**config.mk**
```make
export PLATFORM = sky130hd
export DESIGN_NAME = ram_bist
export DESIGN_NICKNAME = d
export VERILOG_FILES = /design/src/rtl/ram_bist.sv
export SDC_FILE = /design/constraint.sdc
export NUM_CORES = 1
export LEC_CHECK = 0
export CAP_MARGIN = 20
export CORE_ASPECT_RATIO = 1.25
export CORE_MARGIN = 4
export CORE_UTILIZATION = 54
export CTS_CLUSTER_SIZE = 40
export DETAILED_ROUTE_END_ITERATION = 10
export PLACE_DENSITY = 0.88
export RECOVER_POWER = 50
export SYNTH_ARGS = -nofsm -noshare
export SYNTH_HDL_FRONTEND = slang
export SYNTH_SLANG_ARGS = --single-unit
```
**constraint.sdc**
```tcl
create_clock -name clk -period 2.6 [get_ports clk]
set_input_delay 0.26 -clock clk [delete_from_list [all_inputs] [get_ports clk]]
set_output_delay 0.26 -clock clk [all_outputs]
set_load 0.01 [all_outputs]
```
**src/rtl/ram_bist.sv**
```systemverilog
`default_nettype none
// ============================================================================
//  Module      : ram_bist
//  Description : March-test BIST sequencer for a 2**AW x DW synchronous RAM.
//                Runs four elements: write background (asc), read/invert
//                (asc), read/invert (desc), read (desc); reports pass/fail,
//                first failing address and the data read there.
//                Optional macro BIST_ERRCNT_EN: adds a saturating 8-bit
//                mismatch counter and runs to completion instead of aborting.
//  Revision    : 1.0  initial release
// ============================================================================
module ram_bist #(
    parameter int              DW  = 8,
    parameter int              AW  = 4,
    parameter logic [DW-1:0]   PAT = {DW{1'b0}}
) (
    input  logic          clk,
    input  logic          rst_n,
    input  logic          start,
    output logic          busy,
    output logic          done,
    output logic          pass,
    output logic [AW-1:0] fail_addr,
    output logic [DW-1:0] fail_data,
    output logic [DW-1:0] ram_d,
    output logic [AW-1:0] ram_addr,
    output logic          ram_cs,
    output logic          ram_rw,
`ifdef BIST_ERRCNT_EN
    output logic [7:0]    err_cnt,
`endif
    input  logic [DW-1:0] ram_o
);

    localparam logic [2:0] S_IDLE  = 3'd0;
    localparam logic [2:0] S_M0_WR = 3'd1;
    localparam logic [2:0] S_RD    = 3'd2;
    localparam logic [2:0] S_CMP   = 3'd3;
    localparam logic [2:0] S_WR    = 3'd4;
    localparam logic [2:0] S_DONE  = 3'd5;

    localparam logic [AW-1:0] A_FIRST = {AW{1'b0}};
    localparam logic [AW-1:0] A_LAST  = {AW{1'b1}};

    logic [2:0]    state_q,     state_d;
    logic [1:0]    e_q,         e_d;
    logic [AW-1:0] a_q,         a_d;
    logic          busy_q,      busy_d;
    logic          done_q,      done_d;
    logic          pass_q,      pass_d;
    logic [AW-1:0] fail_addr_q, fail_addr_d;
    logic [DW-1:0] fail_data_q, fail_data_d;
    logic [DW-1:0] ram_d_q,     ram_d_d;
    logic [AW-1:0] ram_addr_q,  ram_addr_d;
    logic          ram_cs_q,    ram_cs_d;
    logic          ram_rw_q,    ram_rw_d;
`ifdef BIST_ERRCNT_EN
    logic [7:0]    err_cnt_q,   err_cnt_d;
`endif

    logic [DW-1:0] exp_data;
    logic          mismatch;

    // Element 2 expects the inverted background; elements 1 and 3 expect PAT.
    always_comb begin
        exp_data = (e_q == 2'd2) ? ~PAT : PAT;
        mismatch = (ram_o != exp_data);
    end

    // March sequencing: next state, address/element counters and status.
    always_comb begin
        state_d     = state_q;
        e_d         = e_q;
        a_d         = a_q;
        busy_d      = busy_q;
        done_d      = done_q;
        pass_d      = pass_q;
        fail_addr_d = fail_addr_q;
        fail_data_d = fail_data_q;
`ifdef BIST_ERRCNT_EN
        err_cnt_d   = err_cnt_q;
`endif
        case (state_q)
            S_IDLE, S_DONE: begin
                if (start) begin
                    state_d     = S_M0_WR;
                    e_d         = 2'd0;
                    a_d         = A_FIRST;
                    busy_d      = 1'b1;
                    done_d      = 1'b0;
                    pass_d      = 1'b0;
                    fail_addr_d = {AW{1'b0}};
                    fail_data_d = {DW{1'b0}};
`ifdef BIST_ERRCNT_EN
                    err_cnt_d   = 8'd0;
`endif
                end
            end
            S_M0_WR: begin
                if (a_q == A_LAST) begin
                    state_d = S_RD;
                    e_d     = 2'd1;
                    a_d     = A_FIRST;
                end else begin
                    a_d     = a_q + 1'b1;
                end
            end
            S_RD: begin
                state_d = S_CMP;
            end
            S_CMP: begin
`ifdef BIST_ERRCNT_EN
                // Record the first mismatch, count all of them, never abort.
                if (mismatch) begin
                    if (err_cnt_q == 8'd0) begin
                        fail_addr_d = a_q;
                        fail_data_d = ram_o;
                    end
                    if (err_cnt_q != 8'hFF) begin
                        err_cnt_d = err_cnt_q + 8'd1;
                    end
                end
                if (e_q == 2'd3) begin
                    if (a_q == A_FIRST) begin
                        state_d = S_DONE;
                        busy_d  = 1'b0;
                        done_d  = 1'b1;
                        pass_d  = (err_cnt_d == 8'd0);
                    end else begin
                        state_d = S_RD;
                        a_d     = a_q - 1'b1;
                    end
                end else begin
                    state_d = S_WR;
                end
`else
                if (mismatch) begin
                    // First mismatch ends the run; no further RAM access.
                    state_d     = S_DONE;
                    busy_d      = 1'b0;
                    done_d      = 1'b1;
                    pass_d      = 1'b0;
                    fail_addr_d = a_q;
                    fail_data_d = ram_o;
                end else if (e_q == 2'd3) begin
                    if (a_q == A_FIRST) begin
                        state_d = S_DONE;
                        busy_d  = 1'b0;
                        done_d  = 1'b1;
                        pass_d  = 1'b1;
                    end else begin
                        state_d = S_RD;
                        a_d     = a_q - 1'b1;
                    end
                end else begin
                    state_d = S_WR;
                end
`endif
            end
            S_WR: begin
                state_d = S_RD;
                if (e_q == 2'd1) begin
                    if (a_q == A_LAST) begin
                        e_d = 2'd2;
                        a_d = A_LAST;
                    end else begin
                        a_d = a_q + 1'b1;
                    end
                end else begin
                    if (a_q == A_FIRST) begin
                        e_d = 2'd3;
                        a_d = A_LAST;
                    end else begin
                        a_d = a_q - 1'b1;
                    end
                end
            end
            default: begin
                state_d = S_IDLE;
                busy_d  = 1'b0;
                done_d  = 1'b0;
                pass_d  = 1'b0;
            end
        endcase
    end

    // RAM drive derived from the upcoming state so the port is registered
    // and aligned with the state it belongs to.
    always_comb begin
        ram_cs_d   = (state_d == S_M0_WR) || (state_d == S_RD) || (state_d == S_WR);
        ram_rw_d   = !((state_d == S_M0_WR) || (state_d == S_WR));
        ram_addr_d = a_d;
        ram_d_d    = {DW{1'b0}};
        if (state_d == S_M0_WR) begin
            ram_d_d = PAT;
        end else if (state_d == S_WR) begin
            ram_d_d = (e_d == 2'd1) ? ~PAT : PAT;
        end
    end

    // State and output registers; reset drops RAM select immediately.
    always_ff @(posedge clk or negedge rst_n) begin
        if (!rst_n) begin
            state_q     <= S_IDLE;
            e_q         <= 2'd0;
            a_q         <= {AW{1'b0}};
            busy_q      <= 1'b0;
            done_q      <= 1'b0;
            pass_q      <= 1'b0;
            fail_addr_q <= {AW{1'b0}};
            fail_data_q <= {DW{1'b0}};
            ram_d_q     <= {DW{1'b0}};
            ram_addr_q  <= {AW{1'b0}};
            ram_cs_q    <= 1'b0;
            ram_rw_q    <= 1'b1;
`ifdef BIST_ERRCNT_EN
            err_cnt_q   <= 8'd0;
`endif
        end else begin
            state_q     <= state_d;
            e_q         <= e_d;
            a_q         <= a_d;
            busy_q      <= busy_d;
            done_q      <= done_d;
            pass_q      <= pass_d;
            fail_addr_q <= fail_addr_d;
            fail_data_q <= fail_data_d;
            ram_d_q     <= ram_d_d;
            ram_addr_q  <= ram_addr_d;
            ram_cs_q    <= ram_cs_d;
            ram_rw_q    <= ram_rw_d;
`ifdef BIST_ERRCNT_EN
            err_cnt_q   <= err_cnt_d;
`endif
        end
    end

    assign busy      = busy_q;
    assign done      = done_q;
    assign pass      = pass_q;
    assign fail_addr = fail_addr_q;
    assign fail_data = fail_data_q;
    assign ram_d     = ram_d_q;
    assign ram_addr  = ram_addr_q;
    assign ram_cs    = ram_cs_q;
    assign ram_rw    = ram_rw_q;
`ifdef BIST_ERRCNT_EN
    assign err_cnt   = err_cnt_q;
`endif

endmodule
`default_nettype wire
```
==> flow_summary.ini, run 1 <==
[run_status]
outcome = complete, no violations

[global_route]
overflow = 0
grt_pass1_vias = 1448
grt_use_total_pct = 20.3
grt_pass1_wl_um = 6820
antenna_found_initial = 0
grt_max_degree = 28

[critical_path]
crit_chain = inv_1, ha_1, or3b_2, nand2_1, nor2_1, o32ai_1, and4b_1
critPathCaptureType = register
reg2reg_depth = 7
cp-start-kind = register
r2r_end = ram_d[6]$_DFF_PN0_
cp.arrival_ns = 2.32
path_buf_inv = 1
crit_required_ns = 2.87
slowest_stage = dfrtp_1
crit_fanout = 8
critPathKind = reg -> reg
cp-startpoint = ram_addr[0]$_DFFE_PN0P_
ff2ff_setup_slack_ns = 0.55
path_delay_family = simple AND/OR/NAND/NOR gates
cpPeakStageDelay_ns = 0.49
reg2reg_from = ram_addr[0]$_DFFE_PN0P_
cp_num_cells = 7
endpoint = ram_d[6]$_DFF_PN0_

[final_layout]
final_net_count = 245
final_cells = 267
multi_input_area_sq_um = 927
regArea_sq_um = 677
diodes = 0
finish.utilization_pct = 69.8
fill_cells = 254
syn2layout_area_growth_pct = 21.0
drive_gt1_share_pct = 7.79

[yosys]
yosysTopAreaCellShare_pct = 37.2
synthSimpleGateAreaFrac_pct = 25.7
syn-num-nets = 213
synth_area_per_cell_sq_um = 8.74
synth_xor_area_share_pct = 1.00
ys_warn_count = 0
synth_edf_count = 0
synth_seq_area_share_pct = 38.7
synth_top_family_by_area = simple AND/OR/NAND/NOR gates
synth_cells = 200
synth_area_sq_um = 1750
muxShareOfSynthArea_pct = 1.15
synthAdderAreaFrac_pct = 1.43
ys_seq_elements = 27
yosysTopAreaCell = dfrtp_1
ys_top_cells_by_count = nand2_1 (38), dfrtp_1 (26), o21ai_0 (20)
synth_top_flop_cell = dfrtp_1
synth.most_common_cell = nand2_1
synthDistinctLibCells = 51
async_flop_share_pct = 100
synth_compound_area_share_pct = 23.8
synth_area_leaders = dfrtp_1 (37%), nand2_1 (8.2%), o21ai_0 (5.7%)

[clock_network]
cts_tree = yes
post_cts_buffers = 0
numCtsBuffers = 3
hold_buffers = 0
clkLatencyLatePin_ns = 0.33
clkTransAtPathRegs_ns = 0.14
cts_resized = 0
cts_sinks = 27
cts_buffer_depth = 2
root_buffer = clkbuf_4
h-tree-depth = 1

[timing]
report.final.slew_viol_count = 0
skew_ns = 0.00352
rsz0062_at_grt = no
fmax_ghz = 0.488
finalCriticalPeriod_ns = 2.05
fin_setup_tns_ns = 0
finalSetupViolCount = 0
finalHoldViolations = 0
finalCritPeriodShare_pct = 78.8
whs_ns = 0.509
tightest_slew_ns = 1.39
relSlewSlack_pct = 7.10

[route]
wl_met3_um = 301
drc = 0
vias_per_cell = 6.07
drt_first_iter_violations = 140
met1_length_um = 1770
wl_met2_um = 2020
ant_nets = 0
wl_um = 4150
dr.pass1.iters = 5
highest_layer = met4
num_vias = 1621
wl_per_cell_um = 15.6

[die]
std_cell_rows = 22
initial_core_util_pct = 57.7
die_y_um = 71.6
dieWidth_um = 58.9
die-area_sq_um = 4220
core_area_sq_um = 3030
io_pins = 40

[flow_run]
max_cap_viol_count = 0

[place]
place_inst = 263
hpwl_um = 3090
io_buffers = 39
gp_congestion = 0.938

[power_and_ir_drop]
worst_ir_drop_vdd_uv = 600
power_w = 0.00179
leakagePower_nw = 0.867
powerDensity_nw_per_um2 = 848

[worst_hold_path]
min_path_type = reg -> reg
worst min-delay path by stage:
stage,startpoint,endpoint,cells after the start
floorplan,rst_n,busy$_DFFE_PN0P_,0
global placement,done$_DFFE_PN0P_,done$_DFFE_PN0P_,1
detailed placement,done$_DFFE_PN0P_,done$_DFFE_PN0P_,1
CTS,rst_n,fail_data[0]$_DFFE_PN0P_,2
global route,fail_data[2]$_DFFE_PN0P_,fail_data[2]$_DFFE_PN0P_,2
finish,done$_DFFE_PN0P_,done$_DFFE_PN0P_,1
layer usage:
layer	vias to the layer above	track usage (%)
li1	775	-
met1	763	28.2
met2	75	32.1
met3	8	2.34
met4	0	7.56
met5	-	0
power by group:
part | internal, W | switching [W] | total (W)
registers | 0.000558 | 0.000156 | 0.000714
logic | 0.000437 | 0.000463 | 0.000900
clock network | 0.0000602 | 0.000119 | 0.000179
total | 0.00106 | 0.000738 | 0.00179
metrics by stage:
stage	setup slack, ns	instance area [sq um]
5_1_grt	0.449	2110
2_1_floorplan	0.805	1750
3_5_place_dp	0.486	2090
6_report	0.551	2110
3_3_place_gp	0.558	2090
4_1_cts	0.582	2120
sequential cells by signal, indices dropped and copies added (netlist names):
name,flops
ram_rw,1
state_q,3
ram_addr,4
pass,1
e_q,2
ram_d,1
fail_addr,4
busy,1
fail_data,8
done,1
ram_cs,1
final cells by class:
cell class	instances	share of cell area (%)
inverters	6	1.07
repair buffers	43	19.7
multi-input cells	151	43.8
flip-flops and latches	27	32.0
clock buffers	4	1.24
well taps	36	2.13
logic make-up (layout without fill, tap and decap cells):
family | Yosys count | in the layout
adders and majority gates | 2 | 2
buffers and inverters | 22 | 53
xor gates and xnor gates | 2 | 2
DFF | 27 | 27
muxes | 2 | 2
AOI/OAI and AO/OA | 60 | 60
and+or+nand+nor | 85 | 85
placed cells by master (no fill, tap or decap), types with 3 or more instances in the layout:
cell,instances
inv_1,6
nor2b_1,3
o21ai_0,20
clkbuf_4,3
buf_4,3
nand4_1,3
dfrtp_1,26
o311ai_0,3
o21ai_1,3
nor2_1,9
o221ai_1,3
and2_1,5
nand2b_1,3
nand2_1,38
clkdlybuf4s50_1,24
a21oi_1,12
nand3_1,5
nor3_1,3
dlygate4sd3_1,15
nor3b_1,4
worst register-to-register path, stage by stage, from the launching register on:
cell,delay (ns)
dfrtp_1,0.49
inv_1,0.09
ha_1,0.20
or3b_2,0.49
nand2_1,0.14
nor2_1,0.09
o32ai_1,0.24
and4b_1,0.26
Power figures use the tool's default switching activity.
==> run 2: changes to the inputs <==
CORE_UTILIZATION = 45   (was 54)
PLACE_DENSITY = 0.79   (was 0.88)
clock period = 1.8 ns   (was 2.6 ns; I/O delays follow)
==> flow_summary.ini, run 2 (synthesis results as in run 1) <==
[global_route]
grt_max_degree = 28
grt_pass1_vias = 1709
overflow = 0
grt_use_total_pct = 18.8
grt_pass1_wl_um = 7750
antenna_found_initial = 0

[final_layout]
final_net_count = 284
postLayoutCellArea_sq_um = 2520
drive_gt1_share_pct = 27.4
diodes = 0
mostFrequentLayoutCells = buf_4 (40), nand2_1 (36), clkdlybuf4s50_1 (26)
syn2layout_area_growth_pct = 44.2
final_cells = 310
finish.utilization_pct = 67.2
largest_reg_flops = 8
layout_commonest_cell = buf_4

[timing]
tightest_slew_ns = 0.673
finalCriticalPeriod_ns = 1.85
finalHoldViolations = 0
skew_ns = 0.00326
finalSetupViolCount = 4
setup_ws_ns = -0.0487
finalCritPeriodShare_pct = 103
fmax_ghz = 0.541
relSlewSlack_pct = 55.1
fin_setup_tns_ns = -0.140
rsz0062_at_grt = yes
report.final.slew_viol_count = 0

[route]
drt_first_iter_violations = 92
ant_nets = 0
vias_per_cell = 5.71
wl_um = 4760
dr.pass1.iters = 5
drc = 0
wl_per_cell_um = 15.4
num_vias = 1769

[power_and_ir_drop]
powerDensity_nw_per_um2 = 1260
combPwrFrac_pct = 58.9
swShare_pct = 39.2
power.switching_w = 0.00125
seqPwrFrac_pct = 30.3
worst_ir_drop_vdd_uv = 678
pwr-share-clk_pct = 10.9
leakagePower_nw = 1.08
p_int_w = 0.00193

[run_status]
failed_checks = negative setup slack
outcome = complete, but fails checks

[critical_path]
cp-start-kind = register
crit_required_ns = 1.97
critPathKind = reg -> reg
cp.arrival_ns = 2.02
crit_fanout = 6
critPathCaptureType = register

[clock_network]
cts_sinks = 27
clkLatencyLatePin_ns = 0.27
numCtsBuffers = 3
root_buffer = clkbuf_8
hold_buffers = 0
cts_tree = yes
h-tree-depth = 1
cts_buffer_depth = 2
clkTransAtPathRegs_ns = 0.09

[place]
postPlaceCellArea_sq_um = 2350
io_buffers = 39
hpwl_um = 3350
place_inst = 301
gp_congestion = 0.892
pre_cts_ws_ns = -0.128

[die]
die_y_um = 77.7
dieWidth_um = 63.7
die-area_sq_um = 4950
core_area_sq_um = 3750
io_pins = 40
initial_core_util_pct = 46.6
std_cell_rows = 25

[flow_run]
max_cap_viol_count = 0

[worst_hold_path]
min_path_type = in -> async
## run 2: cell count changes in the layout (fill, tap and decap cells not counted), moves of 2 or more
cell             change
clkdlybuf4s50_1      +2
nand2_2              +2
clkbuf_4             -3
ha_1                 -2
a21oi_1              -2
buf_6                +2
dfrtp_1              -3
ha_4                 +2
dlygate4sd3_1        -2
a21oi_2              +2
dfrtp_2              +3
clkbuf_8             +3
buf_4               +37
nand2_1              -2
## run 2: critical path: stages (launching register included)
cell and delay, ns:
dfrtp_2 0.44, inv_2 0.07, ha_4 0.16, or3b_4 0.25
nand2_2 0.06, buf_6 0.12, o32ai_4 0.37, o221ai_2 0.16
o21a_1 0.12
## run 2: path summary, 6_finish.rpt
check | startpoint | end | slack (ns) | cells after the start
setup / recovery | ram_addr[1]$_DFFE_PN0P_ | ram_addr[0]$_DFFE_PN0P_ | -0.05 | 8
hold / removal | rst_n | fail_data[1]$_DFFE_PN0P_ | 0.49 | 2
setup reg to reg | ram_addr[1]$_DFFE_PN0P_ | ram_addr[0]$_DFFE_PN0P_ | -0.05 | 8
hold reg to reg | done$_DFFE_PN0P_ | done$_DFFE_PN0P_ | 0.50 | 1
max in group asynchronous | rst_n | state_q[0]$_DFF_PN0_ | 0.84 | 2
min in group clk | done$_DFFE_PN0P_ | done$_DFFE_PN0P_ | 0.50 | 1
## run 2: final cells by class
class	instances	area, sq um
Fill cell	278	1230
Multi-Input combinational cell	151	1000
Timing Repair Buffer	82	718
Sequential cell	27	681
Tap cell	40	50.0
Clock buffer	4	45.0
Inverter	6	22.5
## run 2: repair_timing
action,CTS,global route
gates cloned,0,0
endpoints found under the setup margin,5,12
buffers inserted,2,3
pin swaps,0,3
gates resized for setup,3,20
## run 2: power by group through the flow
stage | Clock, W | Sequential (W) | Combinational (W)
6_report | 0.000345 | 0.000961 | 0.00187
5_1_grt | 0.000376 | 0.000993 | 0.00203
4_1_cts | 0.000335 | 0.000951 | 0.00172
3_5_place_dp | 0 | 0.000965 | 0.00166
3_3_place_gp | 0 | 0.000960 | 0.00164
2_1_floorplan | 0 | 0.00105 | 0.000778
## run 2: per-stage QoR
stage,hold slack [ns],total power [W]
after floorplan,-0.116,0.00182
after global placement,0.469,0.00260
after detailed placement,0.485,0.00263
after CTS,0.322,0.00301
after global routing,0.523,0.00340
final,0.488,0.00318
## run 2: layer usage
layer | GRT usage, % | part of all wire (%) | up-vias
met2 | 34.3 | 52 | 55
met1 | 23.0 | 42 | 845
met3 | 1.88 | 4.1 | 13
li1 | - | - | 856
met5 | 0 | 0 | -
met4 | 5.62 | 2.0 | 0
==> run 3: changes to the inputs <==
SKIP_LAST_GASP = 1   (was not set)
==> flow_summary.ini, run 3 (synthesis results as in run 1) <==
[clock_network]
cts_buffer_depth = 2
clkLatencyLatePin_ns = 0.26
numCtsBuffers = 3
h-tree-depth = 1
clkTransAtPathRegs_ns = 0.09
cts_sinks = 27
root_buffer = clkbuf_8
cts_tree = yes

[power_and_ir_drop]
worst_ir_drop_vdd_uv = 623
power_w = 0.00312
leakagePower_nw = 1.08
powerDensity_nw_per_um2 = 1250

[global_route]
grt_pass1_wl_um = 7660
overflow = 0
grt_pass1_vias = 1688
grt_use_total_pct = 18.5
grt_max_degree = 28
antenna_found_initial = 0

[die]
die-area_sq_um = 4950
std_cell_rows = 25
initial_core_util_pct = 46.6
core_area_sq_um = 3750
io_pins = 40
die_y_um = 77.7
dieWidth_um = 63.7

[timing]
whs_ns = 0.496
rsz0062_at_grt = yes
fmax_ghz = 0.534
finalSetupViolCount = 5
report.final.slew_viol_count = 0
finalHoldViolations = 0
finalCritPeriodShare_pct = 104
relSlewSlack_pct = 55.8
tightest_slew_ns = 0.664
setup_ws_ns = -0.0738
finalCriticalPeriod_ns = 1.87
skew_ns = 0.00695

[final_layout]
largest_reg_flops = 8
fill_cells = 280
regArea_sq_um = 679
mostFrequentLayoutCells = buf_4 (40), nand2_1 (37), clkdlybuf4s50_1 (27)
diodes = 0
layout_commonest_cell = buf_4
multi_input_area_sq_um = 982
final_net_count = 284
syn2layout_area_growth_pct = 42.9
finish.utilization_pct = 66.5
postLayoutCellArea_sq_um = 2500
drive_gt1_share_pct = 26.7

[critical_path]
crit_required_ns = 1.99
cp.arrival_ns = 2.06
crit_fanout = 6
critPathCaptureType = register
cp-start-kind = register
critPathKind = reg -> reg

[route]
drt_first_iter_violations = 130
drc = 0
num_vias = 1768
wl_per_cell_um = 15.4
wl_um = 4760
dr.pass1.iters = 4
ant_nets = 0
vias_per_cell = 5.70

[run_status]
outcome = complete, but fails checks
failed_checks = negative setup slack

[flow_run]
max_cap_viol_count = 0

[place]
pre_cts_ws_ns = -0.128
io_buffers = 39
hpwl_um = 3350
postPlaceCellArea_sq_um = 2350
gp_congestion = 0.892

[worst_hold_path]
min_path_type = in -> async
run 3: per-layer routing:
layer	track usage (%)	vias to the layer above	part of all wire, %
met4	5.62	0	1.8
met1	23.0	843	41
li1	-	854	-
met3	1.88	8	5.1
met2	33.4	63	52
met5	0	-	0
run 3: stage by stage:
stage | std cells | setup TNS, ns
floorplan | 200 | 0
global placement | 301 | -0.333
detailed placement | 301 | -0.677
CTS | 307 | -0.00655
global route | 310 | -0.855
finish | 310 | -0.210
run 3: worst max-delay path, cell delays in order (launching register included):
cell and delay, ns:
dfrtp_1 0.42, inv_1 0.07, ha_2 0.19, or3b_4 0.25, nand2_2 0.06, buf_6 0.12, o32ai_4 0.38, buf_6 0.17
nor2_2 0.04, a21oi_2 0.11
run 3: layout make-up:
class                   instances  area share [%]
well taps                      40            2.00
flip-flops and latches         27            27.2
clock buffers                   4            1.80
repair buffers                 82            28.8
multi-input cells             151            39.3
inverters                       6           0.902
run 3: final timing paths:
kind                                              start                        to  depth (start not counted)  slack (ns)
worst max register to register  ram_addr[1]$_DFFE_PN0P_   ram_addr[1]$_DFFE_PN0P_                          9       -0.07
min in group clk                       done$_DFFE_PN0P_          done$_DFFE_PN0P_                          1        0.50
max in group asynchronous                         rst_n      state_q[1]$_DFF_PN0_                          2        0.84
worst min register to register         done$_DFFE_PN0P_          done$_DFFE_PN0P_                          1        0.50
worst min-delay path                              rst_n  fail_data[1]$_DFFE_PN0P_                          2        0.50
worst max-delay path            ram_addr[1]$_DFFE_PN0P_   ram_addr[1]$_DFFE_PN0P_                          9       -0.07
run 3: power by group:
group	total [W]	internal, W	switching [W]
Combinational	0.00183	0.000934	0.000893
Clock	0.000334	0.000158	0.000176
Sequential	0.000955	0.000811	0.000144
Total	0.00312	0.00190	0.00121
run 3: timing repair:
item | CTS | global route
buffers inserted | 2 | 3
hold buffers | 0 | 0
pin swaps | 0 | 4
endpoints found under the setup margin | 5 | 13
gates resized for setup | 2 | 18
